## config.mk

```make
export PLATFORM = sky130hd
export DESIGN_NAME = m_serial_alu
export DESIGN_NICKNAME = d
export VERILOG_FILES = /design/src/rtl/m_serial_alu_pkg.sv /design/src/rtl/m_serial_alu_digit_adder.sv /design/src/rtl/m_serial_alu.sv
export SDC_FILE = /design/constraint.sdc
export NUM_CORES = 1
export LEC_CHECK = 0
export ABC_CLOCK_PERIOD_IN_PS = 2900
export CORE_ASPECT_RATIO = 0.9
export CORE_MARGIN = 5
export CORE_UTILIZATION = 45
export CTS_CLUSTER_SIZE = 16
export DETAILED_ROUTE_END_ITERATION = 12
export GPL_TIMING_DRIVEN = 0
export PLACE_DENSITY = 0.75
export REMOVE_ABC_BUFFERS = 1
export SLEW_MARGIN = 20
export SYNTH_ARGS = -nofsm -noshare
export SYNTH_HDL_FRONTEND = slang
export SYNTH_SLANG_ARGS = --single-unit
```

## constraint.sdc

```tcl
create_clock -name w_clk -period 2.9 [get_ports w_clk]
set_clock_uncertainty 0.15 [all_clocks]
set_input_delay 0.29 -clock w_clk [delete_from_list [all_inputs] [get_ports w_clk]]
set_output_delay 0.29 -clock w_clk [all_outputs]
set_load 0.02 [all_outputs]
```

## src/rtl/m_serial_alu_pkg.sv

```systemverilog
// Shared definitions for the digit-serial ALU: op codes, FSM states and
// elaboration-time helpers for parameter checking and op classification.
package m_serial_alu_pkg;

    typedef enum logic [3:0] {
        ALU_ADD  = 4'd0,
        ALU_SUB  = 4'd1,
        ALU_AND  = 4'd2,
        ALU_OR   = 4'd3,
        ALU_XOR  = 4'd4,
        ALU_NOR  = 4'd5,
        ALU_SLT  = 4'd6,
        ALU_SLTU = 4'd7
    } alu_op_e;

    typedef enum logic [1:0] {
        S_IDLE = 2'd0,
        S_RUN  = 2'd1,
        S_DONE = 2'd2
    } state_e;

    // DIGIT must be a supported power of two and split WIDTH into at least two digits.
    function automatic logic digit_legal(input int unsigned width, input int unsigned digit);
        return ((digit == 1) || (digit == 2) || (digit == 4) || (digit == 8)) &&
               ((width % digit) == 0) && ((width / digit) >= 2);
    endfunction

    function automatic logic op_inverts_b(input logic [3:0] sel);
        return (sel == ALU_SUB) || (sel == ALU_SLT) || (sel == ALU_SLTU);
    endfunction

endpackage

```

## src/rtl/m_serial_alu_digit_adder.sv

```systemverilog
// DIGIT-wide ripple-carry adder slice; also exposes the carry into its top bit
// so the caller can derive signed overflow on the final digit.
module m_digit_adder #(
    parameter int unsigned DIGIT = 1
) (
    input  logic [DIGIT-1:0] a,
    input  logic [DIGIT-1:0] b,
    input  logic             cin,
    output logic [DIGIT-1:0] sum,
    output logic             cout,
    output logic             c_msb_in
);

    logic [DIGIT:0] c;

    always_comb begin
        c    = '0;
        sum  = '0;
        c[0] = cin;
        for (int unsigned i = 0; i < DIGIT; i++) begin
            sum[i]   = a[i] ^ b[i] ^ c[i];
            c[i + 1] = (a[i] & b[i]) | (c[i] & (a[i] ^ b[i]));
        end
    end

    assign cout     = c[DIGIT];
    assign c_msb_in = c[DIGIT-1];

endmodule

```

## src/rtl/m_serial_alu.sv

```systemverilog
// Digit-serial ALU: operands are consumed LSB-first DIGIT bits per cycle with a
// registered carry; results and flags are published with a one-cycle valid pulse.
module m_serial_alu
    import m_serial_alu_pkg::*;
#(
    parameter int unsigned WIDTH = 32,
    parameter int unsigned DIGIT = 1
) (
    input  logic             w_clk,
    input  logic             w_rst,
    input  logic             w_start,
    input  logic [3:0]       w_sel,
    input  logic [WIDTH-1:0] w_rrs,
    input  logic [WIDTH-1:0] w_rrt,
    output logic             w_busy,
    output logic             w_valid,
    output logic [WIDTH-1:0] w_rslt,
    output logic             w_cout,
    output logic             w_ovf
);

    localparam int unsigned N     = WIDTH / DIGIT;
    localparam int unsigned CNT_W = (N > 1) ? $clog2(N) : 1;
    localparam logic [CNT_W-1:0] CNT_LAST = CNT_W'(N - 1);

    generate
        if (!digit_legal(WIDTH, DIGIT)) begin : g_bad_digit
            $error("m_serial_alu: DIGIT must be 1, 2, 4 or 8 and divide WIDTH into >= 2 digits");
        end
    endgenerate

    state_e           state_q;
    logic [WIDTH-1:0] a_q;
    logic [WIDTH-1:0] b_q;
    logic [WIDTH-1:0] res_q;
    logic [WIDTH-1:0] res_d;
    logic [3:0]       sel_q;
    logic             carry_q;
    logic [CNT_W-1:0] cnt_q;
    logic             busy_q;
    logic             valid_q;
    logic [WIDTH-1:0] rslt_q;
    logic [WIDTH-1:0] rslt_d;
    logic             cout_q;
    logic             cout_d;
    logic             ovf_q;
    logic             ovf_d;

    logic [DIGIT-1:0] a_dig;
    logic [DIGIT-1:0] b_raw;
    logic [DIGIT-1:0] b_dig;
    logic [DIGIT-1:0] sum_dig;
    logic [DIGIT-1:0] dig_res;
    logic             add_cout;
    logic             add_c_msb;

    assign a_dig = a_q[DIGIT-1:0];
    assign b_raw = b_q[DIGIT-1:0];
    assign b_dig = op_inverts_b(sel_q) ? ~b_raw : b_raw;

    m_digit_adder #(
        .DIGIT(DIGIT)
    ) u_digit_adder (
        .a        (a_dig),
        .b        (b_dig),
        .cin      (carry_q),
        .sum      (sum_dig),
        .cout     (add_cout),
        .c_msb_in (add_c_msb)
    );

    always_comb begin
        dig_res = '0;
        case (sel_q)
            ALU_ADD, ALU_SUB, ALU_SLT, ALU_SLTU: dig_res = sum_dig;
            ALU_AND:                             dig_res = a_dig & b_raw;
            ALU_OR:                              dig_res = a_dig | b_raw;
            ALU_XOR:                             dig_res = a_dig ^ b_raw;
            ALU_NOR:                             dig_res = ~(a_dig | b_raw);
            default:                             dig_res = '0;
        endcase
    end

    // Result digits enter at the MSB end so the last digit lands the word in place.
    assign res_d = {dig_res, res_q[WIDTH-1:DIGIT]};

    // Only meaningful on the final digit, when the adder sees the operands' top bits.
    always_comb begin
        rslt_d = '0;
        cout_d = 1'b0;
        ovf_d  = 1'b0;
        case (sel_q)
            ALU_ADD, ALU_SUB: begin
                rslt_d = res_d;
                cout_d = add_cout;
                ovf_d  = add_c_msb ^ add_cout;
            end
            ALU_AND, ALU_OR, ALU_XOR, ALU_NOR: begin
                rslt_d = res_d;
            end
            ALU_SLT: begin
                rslt_d[0] = res_d[WIDTH-1] ^ add_c_msb ^ add_cout;
                cout_d    = add_cout;
            end
            ALU_SLTU: begin
                rslt_d[0] = ~add_cout;
                cout_d    = add_cout;
            end
            default: begin
                rslt_d = '0;
            end
        endcase
    end

    always_ff @(posedge w_clk) begin
        if (!w_rst) begin
            state_q <= S_IDLE;
            a_q     <= '0;
            b_q     <= '0;
            res_q   <= '0;
            sel_q   <= '0;
            carry_q <= 1'b0;
            cnt_q   <= '0;
            busy_q  <= 1'b0;
            valid_q <= 1'b0;
            rslt_q  <= '0;
            cout_q  <= 1'b0;
            ovf_q   <= 1'b0;
        end else begin
            case (state_q)
                S_IDLE: begin
                    valid_q <= 1'b0;
                    if (w_start) begin
                        a_q     <= w_rrs;
                        b_q     <= w_rrt;
                        sel_q   <= w_sel;
                        carry_q <= op_inverts_b(w_sel);
                        res_q   <= '0;
                        cnt_q   <= '0;
                        busy_q  <= 1'b1;
                        state_q <= S_RUN;
                    end
                end
                S_RUN: begin
                    a_q     <= a_q >> DIGIT;
                    b_q     <= b_q >> DIGIT;
                    res_q   <= res_d;
                    carry_q <= add_cout;
                    if (cnt_q == CNT_LAST) begin
                        rslt_q  <= rslt_d;
                        cout_q  <= cout_d;
                        ovf_q   <= ovf_d;
                        valid_q <= 1'b1;
                        state_q <= S_DONE;
                    end else begin
                        cnt_q <= cnt_q + 1'b1;
                    end
                end
                S_DONE: begin
                    valid_q <= 1'b0;
                    busy_q  <= 1'b0;
                    state_q <= S_IDLE;
                end
                default: begin
                    valid_q <= 1'b0;
                    busy_q  <= 1'b0;
                    state_q <= S_IDLE;
                end
            endcase
        end
    end

    assign w_busy  = busy_q;
    assign w_valid = valid_q;
    assign w_rslt  = rslt_q;
    assign w_cout  = cout_q;
    assign w_ovf   = ovf_q;

endmodule
```

==> results of run 1 <==
how the worst max path moves through the flow:
stage,from,slack (ns),to,cells past startpoint
after floorplan,state_q[0],-0.89,carry_q,4
after global placement,w_start,-2.07,carry_q,5
after detailed placement,cnt_q[0],0.10,w_rslt[9],9
after CTS,cnt_q[0],0.05,w_rslt[9],9
after global routing,cnt_q[0],0.007,w_rslt[13],9
final,cnt_q[0],0.24,w_rslt[9],9
synthesized netlist by cell type:
cell	number
buf_1	1
buf_2	27
nand3b_4	1
o22ai_1	1
nand4b_1	2
a21oi_1	6
nand4_1	2
and3_1	1
o221a_2	1
nand2_1	131
nand2b_1	4
o21a_1	1
or4_1	1
o21ai_0	6
mux2i_1	4
dfxtp_1	143
fa_1	1
nand3_1	2
ha_1	4
xor2_1	3
buf_6	1
nor3_1	4
nor2_1	144
or4b_1	1
a22oi_1	65
o21ai_1	1
a311oi_1	62
nor2_2	1
xnor2_1	3
and2b_1	1
nor3b_1	3
inv_1	5
clkbuf_1	24
buf_4	4
and2_1	1
state kept, by name, indices dropped and copies added (netlist names):
signal / count
w_ovf: 1
res_q: 31
state_q: 2
w_cout: 1
sel_q: 4
cnt_q: 5
w_valid: 1
w_rslt: 32
b_q: 32
w_busy: 1
a_q: 32
carry_q: 1
critical path: stages, from the launching register on:
cell and delay [ns]:
dfxtp_1 0.39, ha_1 0.19, and3_1 0.17, ha_1 0.38, nand3b_4 0.31, nor3_4 0.32, buf_4 0.25, buf_4 0.23
a22oi_1 0.10, nor2_1 0.10
power groups by stage:
stage | clock network [mW] | registers (mW) | logic, mW
2_1_floorplan | 0 | 2.15 | 0.290
3_3_place_gp | 0 | 2.15 | 0.459
3_5_place_dp | 0 | 2.16 | 0.491
4_1_cts | 2.02 | 2.12 | 0.493
5_1_grt | 2.10 | 2.13 | 0.545
6_report | 1.99 | 2.12 | 0.490
area by class of cell:
cell class	count	area (µm²)	share of cell area [%]
repair buffers	114	1230	16.6
clock buffers	22	474	6.41
clock inverters	8	65.1	0.880
inverters	5	23.8	0.322
well taps	160	200	2.71
flip-flops and latches	143	2860	38.7
multi-input cells	458	2540	34.4
layer usage:
layer,up-vias,track usage [%],wire length [µm]
li1,2475,-,-
met1,2279,22.0,5930
met2,145,28.4,6060
met3,17,5.35,901
met4,0,7.07,180
met5,-,0,0
logic make-up after synthesis:
logic type	Yosys count	synth area share [%]
buf+inv	62	5.13
fa+ha+maj	5	1.24
compound gates	143	19.9
simple gates	299	21.3
flops	143	50.8
xor+xnor	6	0.932
mux	4	0.710
through the flow:
step	hold WS, ns	TNS [ns]	instances	instance area [µm²]	power, mW
floorplan	0.276	-52.82	605	5370	2.43
global placement	0.309	-219.62	871	6630	2.61
CTS	0.278	0	909	7380	4.63
finish	0.298	0	910	7390	4.60
detailed placement	0.319	0	879	6840	2.65
global route	0.290	0	910	7390	4.78
==> summary.txt, run 1 <==
Detail Placement HPWL -> 8.39 mm
share of cells above drive strength 1 -> 6.13%
most common cell after layout, fill and taps aside -> nor2_1
Critical Path End Type -> register
drt total wl -> 13.1 mm
RePlAce Congestion -> 0.795
CTS tree -> yes
relative slew slack -> 52.7%
Sequential Power Share -> 46.1%
Startpoint Class -> register
Max Root-Sink Buffers -> 2
H-tree depth -> 4
top cells by area, synth -> dfxtp_1 (51%), a311oi_1 (9.6%), nor2_1 (9.6%)
Setup Crit Path Kind -> register to register
PostCTS Resize Cnt -> 0
total global routing overflow -> 0
commonest non-fill, non-tap cells in the layout -> nor2_1 (144), dfxtp_1 (143), nand2_1 (131), clkdlybuf4s50_1 (106), a22oi_1 (65)
Slew Viols, Final -> 0
Nets -> 815
PortBufs -> 106
worst skew pair latency -> 0.42 ns
antenna violations before repair -> 0
drt pass-1 iters -> 6
WHS Path Cells -> 3
FMAX -> 376 MHz
Post-Route Utilization -> 60.7%
Comb pwr share -> 10.7%
clock network fraction of total power -> 43.2%
Final ANT Viol Nets -> 0
chip width -> 128 µm
RSZ-0062 raised after global routing -> no
ANT cells -> 0
Total GRT Usage -> 17.5%
# IOs -> 107
cts hold-fix bufs -> 0
CTS Buf Count -> 17
Die H -> 116 µm
post-route setup slack -> 0.237 ns
setup violators final -> 0
Initial Util -> 46.3%
RR Endpoint -> w_rslt[9]
Worst Path Arrival -> 2.86 ns
Seq/Total Area, Yosys -> 50.8%
initial DRC count -> 321
Yosys top cell area share -> 50.8%
mean post-synth cell area -> 8.52 µm²
Synth cell types -> 35
Worst Hold Class -> input pin to register
cell-internal power -> 3.52 mW
startpoint of the worst hold path -> w_rrt[10]
Seq cells post-synth -> 143
die area -> 14900 µm²
Post-Synthesis Cells -> 662
dpl ws -> 0.103 ns
WHS Endpoint -> b_q[10]
Max IR drop VDD -> 0.376 mV
r2r setup slk -> 0.24 ns
clock root cell -> clkbuf_16
number of fillers in the final layout -> 1094
Switching Share -> 23.5%
P_leak -> 2.78 nW
clock transition at the registers of the reported paths -> 0.05 ns
FF-to-FF Start -> cnt_q[0]
post-synthesis instance area -> 5640 µm²
DR vias -> 4916
global-route wire length before repair -> 21.4 mm
Wirelength per Cell -> 14.4 µm
maxcap violations -> 0
Synth warnings -> 0
residual DRC count -> 0
Final Hold Viols -> 0
Num Clock Sinks -> 143
pin count of the biggest net entering global routing -> 74
Worst Path Required -> 3.10 ns
detail-routed via count per cell -> 5.40
row count -> 38
Layout area overhead -> 31.1%
status -> finished, final reports clean
Switch Pwr -> 1.08 mW
Core Footprint -> 12200 µm²
number of setup buffers added after CTS -> 0
period utilization -> 91.8%
P per Cell Area -> 622 nW/µm²
area leader, netlist -> dfxtp_1
worst slew pin tran -> 0.707 ns
Period minus WS final -> 2.66 ns
critical path fanouts, max -> 19
vias in the first global route -> 4645
R2R cell count -> 9
Note: power is estimated with default switching activity, not from simulation.
==> run 2, diff against run 1 <==
--- a/config.mk
+++ b/config.mk
@@ -5,6 +5,7 @@
 export SDC_FILE = /design/constraint.sdc
 export NUM_CORES = 1
 export LEC_CHECK = 0
+export ABC_AREA = 1
 export ABC_CLOCK_PERIOD_IN_PS = 2900
 export CORE_ASPECT_RATIO = 0.9
 export CORE_MARGIN = 5
@@ -12,7 +13,7 @@
 export CTS_CLUSTER_SIZE = 16
 export DETAILED_ROUTE_END_ITERATION = 12
 export GPL_TIMING_DRIVEN = 0
-export PLACE_DENSITY = 0.75
+export PLACE_DENSITY = 0.71
 export REMOVE_ABC_BUFFERS = 1
 export SLEW_MARGIN = 20
 export SYNTH_ARGS = -nofsm -noshare
==> run 2 against run 1 <==
Hold slack got worse by 0.059 ns. Critical path type unchanged. Largest cell class unchanged. Count of clock-buffer cells in the layout fell by 2. Setup slack improved by 0.051 ns. Wire length fell by 1.3%. Highest routed layer unchanged. Sequential power barely moved. Sequential share of layout area rose by 0.78 points. Synthesized cell count rose by 6.6%. Register-to-register slack improved by 0.05 ns. Total power rose by 1.9%. Clock power rose by 3%.
==> summary.txt, run 2 <==
Detail Placement HPWL -> 8.04 mm
clock root cell -> clkbuf_16
chip width -> 128 µm
area leader, netlist -> dfxtp_1
WHS Path Cells -> 3
ys flop type -> dfxtp_1
top cells by area, synth -> dfxtp_1 (50%), nand2_1 (12%), o21ai_0 (7.8%)
most common cell after layout, fill and taps aside -> nand2_1
startpoint of the worst hold path -> w_rst
relative slew slack -> 32.0%
cts hold-fix bufs -> 0
Critical Path End Type -> register
top post-synthesis cells by count -> nand2_1 (180), dfxtp_1 (143), o21ai_0 (88), a31oi_1 (62), nand3_1 (48)
worst slew pin tran -> 1.02 ns
RSZ-0062 raised after global routing -> no
crit-path max cell delay -> 0.49 ns
Worst Path Arrival -> 2.78 ns
commonest non-fill, non-tap cells in the layout -> nand2_1 (179), dfxtp_1 (143), clkdlybuf4s50_1 (105), o21ai_0 (88), a31oi_1 (62)
row count -> 38
# IOs -> 107
maxcap violations -> 0
Seq/Total Area, Yosys -> 50.5%
period utilization -> 90.1%
vias in the first global route -> 4777
DP Area -> 6660 µm²
pin count of the biggest net entering global routing -> 154
Setup Crit Path Kind -> register to register
crit path cell chain -> nand2_8, inv_16, nor2_8, inv_8, o21ai_0, a31oi_1
Final Cell Area -> 7250 µm²
Total GRT Usage -> 17.5%
dpl ws -> -0.392 ns
clock transition at the registers of the reported paths -> 0.06 ns
Startpoint Class -> register
Synth cell types -> 32
Switching Share -> 25.0%
detail-routed via count per cell -> 5.36
clock network fraction of total power -> 43.5%
total power -> 4.69 mW
Comb pwr share -> 10.8%
WHS Endpoint -> b_q[12]
Num Clock Sinks -> 143
Post-synth EDFFs -> 0
Wirelength per Cell -> 13.6 µm
Die H -> 117 µm
ANT cells -> 0
P_leak -> 2.67 nW
CTS tree -> yes
Final ANT Viol Nets -> 0
residual DRC count -> 0
post-synthesis instance area -> 5670 µm²
Slew Viols, Final -> 0
P per Cell Area -> 647 nW/µm²
RR Endpoint -> a_q[13]
Switch Pwr -> 1.17 mW
Synth warnings -> 0
Yosys top cell area share -> 50.5%
total global routing overflow -> 0
share of cells above drive strength 1 -> 6.86%
global-route wire length before repair -> 21.6 mm
antenna violations before repair -> 0
post-route setup slack -> 0.288 ns
Period minus WS final -> 2.61 ns
number of fillers in the final layout -> 1081
initial DRC count -> 440
count leader, synth -> nand2_1
Final Hold Viols -> 0
drt pass-1 iters -> 5
number of setup buffers added after CTS -> 0
total negative slack -> 0 ns
Synth async-reset ratio -> 0%
Max Root-Sink Buffers -> 2
Post-Synthesis Cells -> 706
Nets -> 852
crit path buf inv count -> 2
Core Footprint -> 12200 µm²
PortBufs -> 106
Post-Route Utilization -> 59.3%
FF-to-FF Start -> state_q[0]
CP max-delay cell -> inv_8
drt total wl -> 12.9 mm
Sequential Power Share -> 45.6%
CTS Buf Count -> 17
cell-internal power -> 3.51 mW
R2R cell count -> 6
die area -> 15000 µm²
Worst Hold Class -> input pin to register
FMAX -> 383 MHz
status -> finished, final reports clean
H-tree depth -> 4
Worst Hold Slack -> 0.239 ns
DR vias -> 5076
Layout area overhead -> 27.7%
placed insts -> 917
worst skew pair latency -> 0.41 ns
delay-heaviest family, CP -> buffers and inverters
PostCTS Resize Cnt -> 5
r2r setup slk -> 0.29 ns
Initial Util -> 46.4%
setup violators final -> 0
Worst Path Required -> 3.07 ns
critical path fanouts, max -> 153
Max IR drop VDD -> 0.368 mV
RePlAce Congestion -> 0.833
Layout Cells excl Fill -> 947
Seq cells post-synth -> 143
mean post-synth cell area -> 8.04 µm²
-- run 2: changes by cell type after synthesis, moves of 15 or more --
cell and delta:
a22oi_1 -63, a311oi_1 -62, a31oi_1 +62, buf_2 -15, inv_1 +21, nand2_1 +49
nand3_1 +46, nor2_1 -130, o21ai_0 +82, o22ai_1 +21
-- run 2: worst reg2reg max path: cells and delay by family (launching register included) --
kind | cells | cell delay, ns
buffers and inverters | 2 | 0.95
AND/OR/NAND/NOR | 2 | 0.49
flip-flops | 1 | 0.47
AO/OA/AOI/OAI | 2 | 0.45
-- run 2: worst max-delay path by stage --
| stage | startpoint | endpoint | slack (ns) | depth (start not counted) |
|---|---|---|---|---|
| 4_1_cts | state_q[0] | a_q[13] | 0.06 | 6 |
| 5_1_grt | state_q[0] | a_q[13] | 0.07 | 6 |
| 3_3_place_gp | w_rst | cnt_q[0] | -2.72 | 3 |
| 3_5_place_dp | state_q[0] | a_q[13] | -0.39 | 6 |
| 2_1_floorplan | state_q[0] | a_q[0] | 0.28 | 6 |
| 6_report | state_q[0] | a_q[13] | 0.29 | 6 |
-- run 2: power by group through the flow --
stage	combinational (mW)	sequential, mW	clock, mW
floorplan	0.294	2.16	0
global placement	0.491	2.17	0
detailed placement	0.502	2.18	0
CTS	0.507	2.14	2.07
global route	0.575	2.15	2.17
finish	0.507	2.14	2.04
-- run 2: metal layers --
layer  vias to the layer above  track usage (%)  wire, µm
li1                       2573                -         -
met1                      2333             23.4      6140
met2                       149             27.7      5850
met3                        21             4.44       741
met4                         0             5.80       169
met5                         -                0         0
-- run 2: logic make-up (layout without fill, tap and decap cells) --
family	Yosys count	after routing	share of synthesized area, %
adder cells (fa/ha/maj)	5	5	1.24
flip-flops	143	143	50.5
AO/OA/AOI/OAI	214	214	21.6
buffers and inverters	86	167	7.32
AND/OR/NAND/NOR	255	255	18.9
XOR/XNOR	3	3	0.463
-- run 2: final cells by class --
type / instances / area [µm²] / share of cell area (%)
clock buffers: 20 / 467 / 6.44
flip-flops and latches: 143 / 2860 / 39.5
repair buffers: 107 / 1090 / 15.0
inverters: 30 / 136 / 1.88
well taps: 160 / 200 / 2.76
multi-input cells: 477 / 2410 / 33.2
clock inverters: 10 / 88.8 / 1.23
==> run 3, diff against run 2 <==
--- a/config.mk
+++ b/config.mk
@@ -12,8 +12,8 @@
 export CORE_UTILIZATION = 45
 export CTS_CLUSTER_SIZE = 16
 export DETAILED_ROUTE_END_ITERATION = 12
+export DONT_BUFFER_PORTS = 1
 export GPL_TIMING_DRIVEN = 0
-export PLACE_DENSITY = 0.71
 export REMOVE_ABC_BUFFERS = 1
 export SLEW_MARGIN = 20
 export SYNTH_ARGS = -nofsm -noshare
==> run 3 against run 2 <==
Wire length rose by 1.8%. Critical path depth stayed put. Cell count is 3.9% lower. Combinational power down 4.1%. Critical path type unchanged. Global-route usage is 0.56 points higher. Via count fell by 3.3%. Highest routed layer unchanged. Design area shrank 4.6%. Total power rose by 1.9%. Fmax up 0.84%. Sequential cell count stayed put.
==> summary.txt, run 3 (same netlist as run 2, synthesis figures left out) <==
status -> finished, final reports clean
period utilization -> 89.3%
vias in the first global route -> 4582
Initial Util -> 46.4%
crit path cell chain -> nand2_8, inv_12, nor2_8, inv_8, o21ai_0, a31oi_1
relative slew slack -> 35.1%
FMAX -> 386 MHz
Max IR drop VDD -> 0.395 mV
Worst Path Required -> 3.07 ns
wire length on met3 -> 999 µm
Critical Path End Type -> register
commonest non-fill, non-tap cells in the layout -> nand2_1 (179), dfxtp_1 (143), o21ai_0 (88), dlygate4sd3_1 (69), a31oi_1 (62)
Final Cell Area -> 6910 µm²
Total GRT Usage -> 18.0%
Startpoint Class -> register
Detail Placement HPWL -> 7.36 mm
Layout area overhead -> 21.9%
CTS Buf Count -> 17
met1 WL -> 5.93 mm
antenna violations before repair -> 0
drt pass-1 iters -> 5
total global routing overflow -> 0
Core Footprint -> 12200 µm²
Layout Cells excl Fill -> 910
P_leak -> 2.59 nW
Reg area -> 2860 µm²
multi-input combinational cell area -> 2410 µm²
Wirelength per Cell -> 14.4 µm
chip width -> 128 µm
die area -> 15000 µm²
Nets -> 815
number of fillers in the final layout -> 1066
clock transition at the registers of the reported paths -> 0.06 ns
DP Area -> 5580 µm²
r2r setup slk -> 0.31 ns
clock root cell -> clkbuf_16
Die H -> 117 µm
DR vias -> 4906
pin count of the biggest net entering global routing -> 154
residual DRC count -> 0
Worst Hold Class -> input pin to register
share of cells above drive strength 1 -> 6.80%
P per Cell Area -> 691 nW/µm²
row count -> 38
H-tree depth -> 4
number of setup buffers added after CTS -> 0
Worst Path Arrival -> 2.76 ns
Setup Crit Path Kind -> register to register
Final Hold Viols -> 0
ANT cells -> 0
Period minus WS final -> 2.59 ns
most common cell after layout, fill and taps aside -> nand2_1
drt total wl -> 13.1 mm
# IOs -> 107
Final ANT Viol Nets -> 0
Max Root-Sink Buffers -> 2
CTS tree -> yes
Slew Viols, Final -> 0
detail-routed via count per cell -> 5.39
RePlAce Congestion -> 0.796
Post-Route Utilization -> 56.6%
PortBufs -> 0
worst slew pin tran -> 0.973 ns
Top Metal Used -> met4
WL met2 -> 5.99 mm
critical path fanouts, max -> 153
Num Clock Sinks -> 143
placed insts -> 810
global-route wire length before repair -> 21.9 mm
crit-path max cell delay -> 0.47 ns
RSZ-0062 raised after global routing -> no
worst skew pair latency -> 0.41 ns
maxcap violations -> 0
CP max-delay cell -> dfxtp_1
setup violators final -> 0
initial DRC count -> 319
==> run 3: cell types whose count changed in the layout (fill, tap and decap cells not counted), moves of 2 or more <==
cell,before,now
clkdlybuf4s50_1,105,0
clkinvlp_4,4,1
clkinv_2,4,2
dlygate4sd3_1,0,69
clkbuf_8,3,6
clkbuf_1,0,2
==> run 3: per-layer routing <==
metal | vias to the layer above | track usage (%)
li1 | 2502 | -
met1 | 2237 | 22.6
met2 | 149 | 28.4
met3 | 18 | 6.81
met4 | 0 | 6.65
met5 | - | 0
==> run 3: where the power goes <==
part | switching [mW] | total (mW) | leakage, nW | internal (mW)
combinational | 0.302 | 0.486 | 1.13 | 0.185
clock | 0.756 | 2.15 | 0.291 | 1.39
sequential | 0.0633 | 2.14 | 1.17 | 2.08
total | 1.12 | 4.77 | 2.59 | 3.65
==> run 3: path summary, 6_finish.rpt <==
| check | cells after the start | to | start |
|---|---|---|---|
| max | 6 | b_q[21] | state_q[0] |
| min | 4 | a_q[31] | w_start |
| min reg2reg | 2 | a_q[12] | a_q[13] |
| max reg2reg | 6 | b_q[21] | state_q[0] |
==> run 3: through the flow <==
stage	power [mW]	setup TNS, ns	worst slack (ns)	hold WS [ns]
finish	4.77	0	0.310	0.0315
global route	4.99	0	0.0442	0.0477
CTS	4.81	0	0.106	0.0177
detailed placement	2.55	-25.14	-0.382	0.298
global placement	2.53	-43.61	-0.544	0.297
floorplan	2.46	0	0.277	0.276
==> run 3: area by class of cell <==
type                    instances  area share (%)
well taps                     160            2.90
repair buffers                 70            10.4
multi-input cells             477            34.8
flip-flops and latches        143            41.4
clock buffers                  25            7.46
inverters                      30            1.92
clock inverters                 5            1.12
==> run 3: what timing repair did <==
item,in CTS,in global routing
gates resized for setup,5,2
hold buffers,70,0
pin swaps,0,0
endpoints found under the setup margin,91,78
hold endpoints to repair,131,0
==> run 3: worst max-delay path, delay by kind of cell (launching register included) <==
family | cells | cell delay (ns)
buffers and inverters | 2 | 0.82
and+or+nand+nor | 2 | 0.48
DFF | 1 | 0.47
AOI/OAI and AO/OA | 2 | 0.42
